`config.mk`:
```
export PLATFORM = sky130hd
export DESIGN_NAME = rtc_init_sequencer
export DESIGN_NICKNAME = d
export VERILOG_FILES = /design/src/rtl/rtc_init_pkg.sv /design/src/rtl/rtc_init_timer.sv /design/src/rtl/rtc_init_sequencer.sv
export SDC_FILE = /design/constraint.sdc
export NUM_CORES = 1
export LEC_CHECK = 0
export ABC_AREA = 1
export CAP_MARGIN = 20
export CELL_PAD_IN_SITES_DETAIL_PLACEMENT = 0
export CELL_PAD_IN_SITES_GLOBAL_PLACEMENT = 2
export CORE_ASPECT_RATIO = 0.75
export CORE_MARGIN = 3
export CORE_UTILIZATION = 36
export CTS_CLUSTER_DIAMETER = 200
export CTS_CLUSTER_SIZE = 28
export DETAILED_ROUTE_END_ITERATION = 8
export DONT_BUFFER_PORTS = 1
export PLACE_DENSITY_LB_ADDON = 0.1
export SKIP_LAST_GASP = 1
export SLEW_MARGIN = 0
export SYNTH_ARGS = -nofsm -noshare
export SYNTH_HDL_FRONTEND = slang
export SYNTH_SLANG_ARGS = --single-unit
```
`constraint.sdc`:
```
create_clock -name clk -period 1.78 [get_ports clk]
set_input_delay 0.178 -clock clk [delete_from_list [all_inputs] [get_ports clk]]
set_output_delay 0.178 -clock clk [all_outputs]
set_load 0.005 [all_outputs]
```
`src/rtl/rtc_init_pkg.sv`:
```
// Shared types and constants for the RTC init sequencer: FSM states, mode codes,
// the constant register table and the per-mode walk ranges.
package rtc_init_pkg;

  localparam int N_ENTRIES = 13;
  localparam int IDX_W     = $clog2(N_ENTRIES);

  typedef logic [IDX_W-1:0] idx_t;

  typedef enum logic [2:0] {
    S_IDLE,
    S_LOAD,
    S_REQ,
    S_HOLD,
    S_NEXT,
    S_DONE
  } state_t;

  localparam logic [1:0] MODE_FULL     = 2'd0;
  localparam logic [1:0] MODE_CLOCK    = 2'd1;
  localparam logic [1:0] MODE_TIMER    = 2'd2;
  localparam logic [1:0] MODE_FULL_ALT = 2'd3;

  localparam logic [7:0] INIT_ADDR [N_ENTRIES] = '{
    8'h02, 8'h02, 8'h21, 8'h22, 8'h23, 8'h24, 8'h25,
    8'h26, 8'h27, 8'h28, 8'h41, 8'h42, 8'h43
  };
  localparam logic [7:0] INIT_DATA [N_ENTRIES] = '{
    8'h08, 8'h00, 8'h00, 8'h00, 8'h00, 8'h00, 8'h00,
    8'h00, 8'h00, 8'h00, 8'h00, 8'h00, 8'h00
  };

  // Every mode starts with the machine-init pair, so the first index is shared.
  localparam idx_t FIRST_IDX  = idx_t'(0);
  localparam idx_t LAST_FULL  = idx_t'(12);
  localparam idx_t LAST_CLOCK = idx_t'(9);
  localparam idx_t LAST_TIMER = idx_t'(12);
  localparam idx_t SKIP_FROM  = idx_t'(1);
  localparam idx_t SKIP_TO    = idx_t'(10);

  function automatic logic [7:0] table_addr(input idx_t i);
    return (int'(i) < N_ENTRIES) ? INIT_ADDR[i] : 8'h00;
  endfunction

  function automatic logic [7:0] table_data(input idx_t i);
    return (int'(i) < N_ENTRIES) ? INIT_DATA[i] : 8'h00;
  endfunction

  function automatic idx_t last_idx(input logic [1:0] m);
    case (m)
      MODE_CLOCK: return LAST_CLOCK;
      MODE_TIMER: return LAST_TIMER;
      default:    return LAST_FULL;
    endcase
  endfunction

  function automatic idx_t next_idx(input idx_t i, input logic [1:0] m);
    if (m == MODE_TIMER && i == SKIP_FROM) return SKIP_TO;
    return i + idx_t'(1);
  endfunction

endpackage

```
`src/rtl/rtc_init_timer.sv`:
```
// Loadable down-counter that stops at zero and flags it; used for the post-ack
// hold time and for the ack timeout.
module rtc_init_timer #(
  parameter int W = 8
) (
  input  logic         clk,
  input  logic         reset,
  input  logic         load,
  input  logic [W-1:0] load_value,
  input  logic         enable,
  output logic         terminal
);

  logic [W-1:0] count;

  always_ff @(posedge clk or negedge reset) begin
    if (!reset) begin
      count <= '0;
    end else if (load) begin
      count <= load_value;
    end else if (enable && count != '0) begin
      count <= count - W'(1);
    end
  end

  assign terminal = (count == '0);

endmodule

```
`src/rtl/rtc_init_sequencer.sv`:
```
// Walks the RTC init table and issues one req/ack write per entry, holding the bus
// for a fixed time after each ack; inhibit aborts cleanly, a missing ack sets error.
module rtc_init_sequencer
  import rtc_init_pkg::*;
#(
  parameter int ADDR_W      = 8,
  parameter int DATA_W      = 8,
  parameter int HOLD_CYCLES = 74,
  parameter int ACK_TIMEOUT = 1023
) (
  input  logic              clk,
  input  logic              reset,
  input  logic              start,
  input  logic [1:0]        mode,
  input  logic              inhibit,
  output logic              wr_req,
  input  logic              wr_ack,
  output logic [ADDR_W-1:0] address,
  output logic [DATA_W-1:0] data_out,
  output logic              bus_oe,
  output logic              busy,
  output logic              done,
  output logic              aborted,
  output logic              error
);

  localparam int HOLD_W = $clog2(HOLD_CYCLES + 1);
  localparam int TO_W   = (ACK_TIMEOUT > 0) ? $clog2(ACK_TIMEOUT + 1) : 1;
  localparam bit TO_EN  = (ACK_TIMEOUT > 0);

  // Timers are loaded one short because the terminal cycle itself counts.
  localparam logic [HOLD_W-1:0] HOLD_LOAD = HOLD_W'(HOLD_CYCLES - 1);
  localparam logic [TO_W-1:0]   TO_LOAD   = TO_W'((ACK_TIMEOUT > 0) ? ACK_TIMEOUT - 1 : 0);

  state_t     state;
  idx_t       index;
  idx_t       idx_next;
  logic [1:0] mode_q;
  logic       hold_load, hold_en, hold_term;
  logic       to_load, to_en, to_term;

  assign idx_next  = next_idx(index, mode_q);
  assign hold_load = (state == S_REQ) && wr_ack;
  assign hold_en   = (state == S_HOLD);
  assign to_load   = (state == S_LOAD) || (state == S_NEXT);
  assign to_en     = (state == S_REQ);

  rtc_init_timer #(.W(HOLD_W)) u_hold (
    .clk        (clk),
    .reset      (reset),
    .load       (hold_load),
    .load_value (HOLD_LOAD),
    .enable     (hold_en),
    .terminal   (hold_term)
  );

  rtc_init_timer #(.W(TO_W)) u_timeout (
    .clk        (clk),
    .reset      (reset),
    .load       (to_load),
    .load_value (TO_LOAD),
    .enable     (to_en),
    .terminal   (to_term)
  );

  always_ff @(posedge clk or negedge reset) begin
    if (!reset) begin
      state    <= S_IDLE;
      index    <= '0;
      mode_q   <= '0;
      wr_req   <= 1'b0;
      address  <= '0;
      data_out <= '0;
      bus_oe   <= 1'b0;
      busy     <= 1'b0;
      done     <= 1'b0;
      aborted  <= 1'b0;
      error    <= 1'b0;
    end else begin
      done    <= 1'b0;
      aborted <= 1'b0;
      // Abort outranks everything, including an ack arriving in the same cycle.
      if (inhibit && state != S_IDLE && state != S_DONE) begin
        state    <= S_IDLE;
        wr_req   <= 1'b0;
        bus_oe   <= 1'b0;
        address  <= '0;
        data_out <= '0;
        busy     <= 1'b0;
        aborted  <= 1'b1;
      end else begin
        case (state)
          S_IDLE: begin
            if (start && !inhibit) begin
              state  <= S_LOAD;
              mode_q <= mode;
              error  <= 1'b0;
              busy   <= 1'b1;
            end
          end
          S_LOAD: begin
            index    <= FIRST_IDX;
            state    <= S_REQ;
            wr_req   <= 1'b1;
            bus_oe   <= 1'b1;
            address  <= ADDR_W'(table_addr(FIRST_IDX));
            data_out <= DATA_W'(table_data(FIRST_IDX));
          end
          S_REQ: begin
            if (wr_ack) begin
              state  <= S_HOLD;
              wr_req <= 1'b0;
            end else if (TO_EN && to_term) begin
              state    <= S_IDLE;
              error    <= 1'b1;
              wr_req   <= 1'b0;
              bus_oe   <= 1'b0;
              address  <= '0;
              data_out <= '0;
              busy     <= 1'b0;
            end
          end
          S_HOLD: begin
            if (hold_term) begin
              if (index == last_idx(mode_q)) begin
                state    <= S_DONE;
                done     <= 1'b1;
                bus_oe   <= 1'b0;
                address  <= '0;
                data_out <= '0;
              end else begin
                state <= S_NEXT;
              end
            end
          end
          S_NEXT: begin
            index    <= idx_next;
            state    <= S_REQ;
            wr_req   <= 1'b1;
            address  <= ADDR_W'(table_addr(idx_next));
            data_out <= DATA_W'(table_data(idx_next));
          end
          S_DONE: begin
            state <= S_IDLE;
            busy  <= 1'b0;
          end
          default: begin
            state <= S_IDLE;
            busy  <= 1'b0;
          end
        endcase
      end
    end
  end

endmodule

```
## Word-level counts from Yosys, hierarchy flattened

Memories as Yosys holds them, arrays and structs flattened.
Index checks and enable logic that the tools add are counted.

- Logic and storage cells: 127
- Input port bits: 7
- Memory bits (read-only): 256
- Memories: 2
- Bits in registers: 48

Memories:

| name | depth | width | read ports | clocked after Yosys merged registers in | wr ports | line | text |
|---|---|---|---|---|---|---|---|
| (name not given) | 16 | 8 | 1 | 0 | 0 | rtc_init_pkg.sv:46 | `return (int'(i) < N_ENTRIES) ? INIT_DATA[i] : 8'h00;` |
| (name not given) | 16 | 8 | 1 | 0 | 0 | rtc_init_pkg.sv:42 | `return (int'(i) < N_ENTRIES) ? INIT_ADDR[i] : 8'h00;` |

- Add/sub/neg operators: 3
- Bitwise gates (word level): 2
- Order comparisons: 2
- Eq/ne operators: 19
- Reductions and logical operators: 32
- Muxes and demuxes: 54

Operators with widths:

| cell | number |
|---|---|
| $mux W8 | 12 |
| $pmux W8 S4 | 2 |
| $mux W10 | 2 |
| $mux W4 | 5 |
| $mux W1 | 19 |
| $mux W3 | 6 |
| $ne A3 B3 Y1 const B | 6 |
| $reduce_and A5 Y1 | 3 |
| $mux W7 | 2 |
| $pmux W3 S4 | 1 |
| $logic_not A10 Y1 | 1 |
| $reduce_bool A10 Y1 | 1 |
| $sub A10 B1 Y10 const B | 1 |
| $pmux W4 S2 | 1 |
| $reduce_bool A2 Y1 | 4 |
| $logic_and A1 B1 Y1 | 7 |
| $logic_not A7 Y1 | 1 |
| $reduce_bool A7 Y1 | 1 |
| $sub A7 B1 Y7 const B | 1 |
| $eq A3 B2 Y1 const B | 2 |
| $ne A2 B2 Y1 const B | 3 |
| $pmux W1 S3 | 2 |
| $reduce_and A3 Y1 | 2 |
| $reduce_bool A3 Y1 | 2 |
| other kinds (23) | 25 |

## Depth between registers and ports, before layout

- Depth after elaboration: 11
- Mapped depth: 13
- Depth with buffers taken out: 13

## Cells and area by module

From an unflattened synthesis, not the netlist that was laid out.

- Cells, all modules: 384
- Area, all modules: 2667.6 µm²

Modules (own cells, without submodules):

| module | sequential area each (µm²) | area each (µm²) | times used | cells an instance |
|---|---|---|---|---|
| rtc_init_sequencer | 550.5 | 1423.9 | 1 | 191 |
| rtc_init_timer at u_timeout | 250.2 | 758.2 | 1 | 118 |
| rtc_init_timer at u_hold | 175.2 | 485.5 | 1 | 75 |

## Worst setup path after synthesis

Ideal clock, no wire load.

- Path type: reg2reg
- Start: reg index[0]
- End: reg address[5]
- Setup time: 121 ps
- Stages on the path, launching flop included: 10
- Setup slack: 184 ps
- Period minus slack after synthesis: 1596 ps
- Buffers on the path: 0
- Required time: 1659 ps
- Arrival: 1475 ps
- Path through: dfrtp_1 -> ha_1 -> nand2_1 -> inv_1 -> nor2_1 -> nand3_1 -> o21bai_1 -> inv_1 -> o211ai_1 -> nand2_1

- Word-level cells in the longest chain between the ends: 11

Ends and longest elaborated chain:

| element | line | text |
|---|---|---|
| start: declaration | rtc_init_sequencer.sv:36 | `idx_t index;` |
| start signal: assignment | rtc_init_sequencer.sv:137 | `index <= idx_next;` |
| branches (longest 11 deep; another with $mem_v2 Z16 W8) | n/a |  |
| end signal: assignment | rtc_init_sequencer.sv:106 | `address <= ADDR_W'(table_addr(FIRST_IDX));` |
| end signal: assignment | rtc_init_sequencer.sv:140 | `address <= ADDR_W'(table_addr(idx_next));` |
| end: declaration | rtc_init_sequencer.sv:18 | `output logic [ADDR_W-1:0] address,` |

Several ways; the timed one is not identified. The select of a mux whose other input is x is not followed.
A chain may end at the register's enable or synchronous reset.

## Worst setup path after layout

- Start: reg state[2]
- End: reg u_timeout.count[8]

- Word-level cells in the longest chain between the ends: 3

Ends and longest elaborated chain:

| element | line | text |
|---|---|---|
| start: declaration | rtc_init_sequencer.sv:35 | `state_t state;` |
| start signal: assignment | rtc_init_sequencer.sv:68 | `state <= S_IDLE;` |
| start signal: assignment | rtc_init_sequencer.sv:84 | `state <= S_IDLE;` |
| start signal: assignment | rtc_init_sequencer.sv:95 | `state <= S_LOAD;` |
| $eq A3 B1 Y1, or another cell as far along | rtc_init_sequencer.sv:45 | `assign to_load = (state == S_LOAD) \|\| (state == S_NEXT);` |
| $logic_or A1 B1 Y1 or $logic_and A1 B1 Y1 (tied branches) | rtc_init_sequencer.sv:45, rtc_init_timer.sv:21 |  |
| $mux W10 or $reduce_bool A2 Y1 (tied branches) | n/a |  |
| end signal: assignment | rtc_init_timer.sv:20 | `count <= load_value;` |
| end signal: assignment | rtc_init_timer.sv:22 | `count <= count - W'(1);` |
| end: declaration | rtc_init_timer.sv:14 | `logic [W-1:0] count;` |

Parallel ways exist; a longest one is shown, timed or not.

==> impl_results.md <==
- Worst stage delay on the critical path: 450 ps
- Die width: 98.7 um
- Final Max Slew Viols: 0
- CTS buffer count: 5
- Hold Crit Class: in2reg
- CP startpoint kind: flip-flop
- Final Instance Area: 2700 sq um
- Hold Slack: 15.3 ps
- Root buf cell: clkbuf_8
- Worst R2R Start: state[2]
- Final-stage net count: 349
- Final Hold Fails: 0
- Clock latency on the worst-skew pair: 290 ps
- Most area-hungry cell type in the Yosys netlist: dfrtp_1
- Clk_skew: 8.43 ps
- R2r endpoint: u_timeout.count[8]
- RSZ-0062 raised after global routing: true
- Period utilisation layout: 0.938
- Mapped cell area: 2320 sq um
- Starting Density: 0.386
- Vias per cell: 4.69
- Clk pin slew, worst setup/hold paths: 80 ps
- WP data arrival: 1840 ps
- Most frequent cells in the layout: nand2_1, inv_1, dfrtp_1
- YS warnings: 0
- CTS tree: done
- Tot Pwr: 3.67 mW
- Fmax: 599 MHz
- Max clock buf depth: 2
- Initial antenna violation count: 0
- Lkg Pwr: 1.38 nW
- RD Place Congestion: 0.866
- Post-route insts no fill: 412
- TNS Setup: 0 ps
- Initial DRC Count: 68
- Place WS: -18.2 ps
- Crit path cell chain: nor2_1 > inv_2 > nor2_4 > nand2_4 > nor2_2 > nand2_1 > o21ai_0 > nand3_1
- Post-detail-place hpwl: 4.26 mm
- DIE AREA: 7450 sq um
- Synthesized flop and latch total: 39
- Max_cap viols: 0
- Outcome: finished clean
- Avg WL per Cell: 13.4 um
- DRC violations left: 0
- Worst reg-to-reg setup slack: 110 ps
- Setup CP Type: reg2reg
- Critical Path End: u_timeout.count[8]
- Sink Count: 39
- Worst vdd ir: 0.000607 V
- Total GRT Usage: 0.162
- Detail Route Antenna Nets: 0
- Worst Setup End Kind: flip-flop
- Vias: 1931
- H-Tree Level Count: 2
- Row Count: 24
- Min cycle time layout: 1670 ps
- Crit path max-delay cell type: dfrtp_1
- CP Launch Point: state[2]
- Layout cells sized above 1: 0.180
- N_diodes: 0
- Core area: 6010 sq um
- CP max FO: 8
- Post-placement cell area: 2480 sq um
- Post-synthesis sequential area ratio: 0.421
- Drt pass-1 iters: 4
- GRT Residual Overflow: 0
- Final setup fails: 0
- Critical Path RT: 1950 ps
- Most common cell after layout, fill and taps aside: nand2_1
- Port-buffer cells: 0
- Number of global-route vias before repair: 1886
- Top cell type's share of synthesized area: 0.421
- First-pass GRT wire length: 9.36 mm
- Post-placement cell count: 400
- Synth cell types: 31
- Worst Reg-to-Reg Cells: 8
- Pin count of the biggest net entering global routing: 40
- Fin util: 0.450
- Worst setup margin: 110 ps
- Ports: 29
- Syn avg cell area: 7.48 sq um
- Area grow syn2layout: 16.5%
- Drt total wl: 5.52 mm
- Die height: 75.5 um
- Largest cells by area after synthesis: dfrtp_1, nand2_1, nand3_1
- Mapped Cells: 310
- PwrDens: 1360 nW/um^2
-- area by class of cell --
| cell class | count | area [sq um] |
|---|---|---|
| clock buffer | 8 | 100 |
| sequential | 39 | 977 |
| tap | 78 | 97.6 |
| multi-input combinational | 221 | 1190 |
| fill | 626 | 3300 |
| timing repair buffer | 18 | 153 |
| inverter | 48 | 183 |
-- kinds of logic after synthesis --
| group | after synthesis | synth area share |
|---|---|---|
| AND/OR/NAND/NOR | 164 | 0.324 |
| adder cells (fa/ha/maj) | 9 | 0.0486 |
| XOR/XNOR | 2 | 0.00756 |
| flip-flops | 39 | 0.421 |
| AO/OA/AOI/OAI | 37 | 0.0874 |
| other | 1 | 0.00162 |
| buffers and inverters | 58 | 0.110 |
-- Yosys cell counts, drive strengths merged --
library cell  instances
nand2                87
inv                  47
dfrtp                39
nand3                32
nor2                 30
o21ai                19
a21oi                11
buf                  10
ha                    9
nand4                 9
nor3                  4
o22ai                 3
xor2                  2
clkinv                1
conb                  1
nand3b                1
nor4                  1
o211ai                1
o21a                  1
o21bai                1
o31ai                 1
-- power breakdown --
part / switching (mW) / internal (mW) / leakage (nW)
clock: 0.306 / 0.354 / 0.0515
sequential: 0.184 / 1.13 / 0.471
combinational: 1.09 / 0.603 / 0.856
total: 1.58 / 2.09 / 1.38
-- worst min-delay path by stage --
stage / startpoint / depth (start not counted) / slack [ps] / to
floorplan: reset / 0 / -120 / aborted
global placement: reset / 0 / -120 / u_hold.count[2]
detailed placement: reset / 0 / -120 / u_hold.count[4]
CTS: mode[1] / 2 / 3 / mode_q[1]
global route: mode[1] / 2 / 40 / mode_q[1]
finish: mode[1] / 2 / 20 / mode_q[1]
-- critical path, delay by kind of cell (launching register included) --
family	cells	cell delay, ps
and+or+nand+nor	6	850
DFF	1	450
AOI/OAI and AO/OA	1	180
buffers and inverters	1	80
-- metal layers --
layer	part of all wire	routed length, um	vias up	global-route usage
met5	0	0	-	0
met4	0.0087	48	0	0.0409
li1	-	-	1017	-
met1	0.56	3110	869	0.252
met2	0.37	2060	40	0.219
met3	0.054	297	5	0.0412
-- state kept, by name (all words and copies together), names as in the netlist --
register / count
wr_req: 1
aborted: 1
data_out: 1
busy: 1
u_timeout.count: 10
u_hold.count: 7
error: 1
state: 3
done: 1
index: 4
bus_oe: 1
mode_q: 2
address: 6
-- timing repair --
| item | in CTS | in global routing |
|---|---|---|
| resized for setup | 2 | 18 |
| cloned | 0 | 0 |
| hold buffers | 3 | 0 |
| endpoints found under the setup margin | 2 | 12 |
| pin swaps | 0 | 2 |
| endpoints found under the hold margin | 40 | 0 |
| setup buffers | 0 | 1 |
No activity file was read; power rests on OpenSTA's default activity.
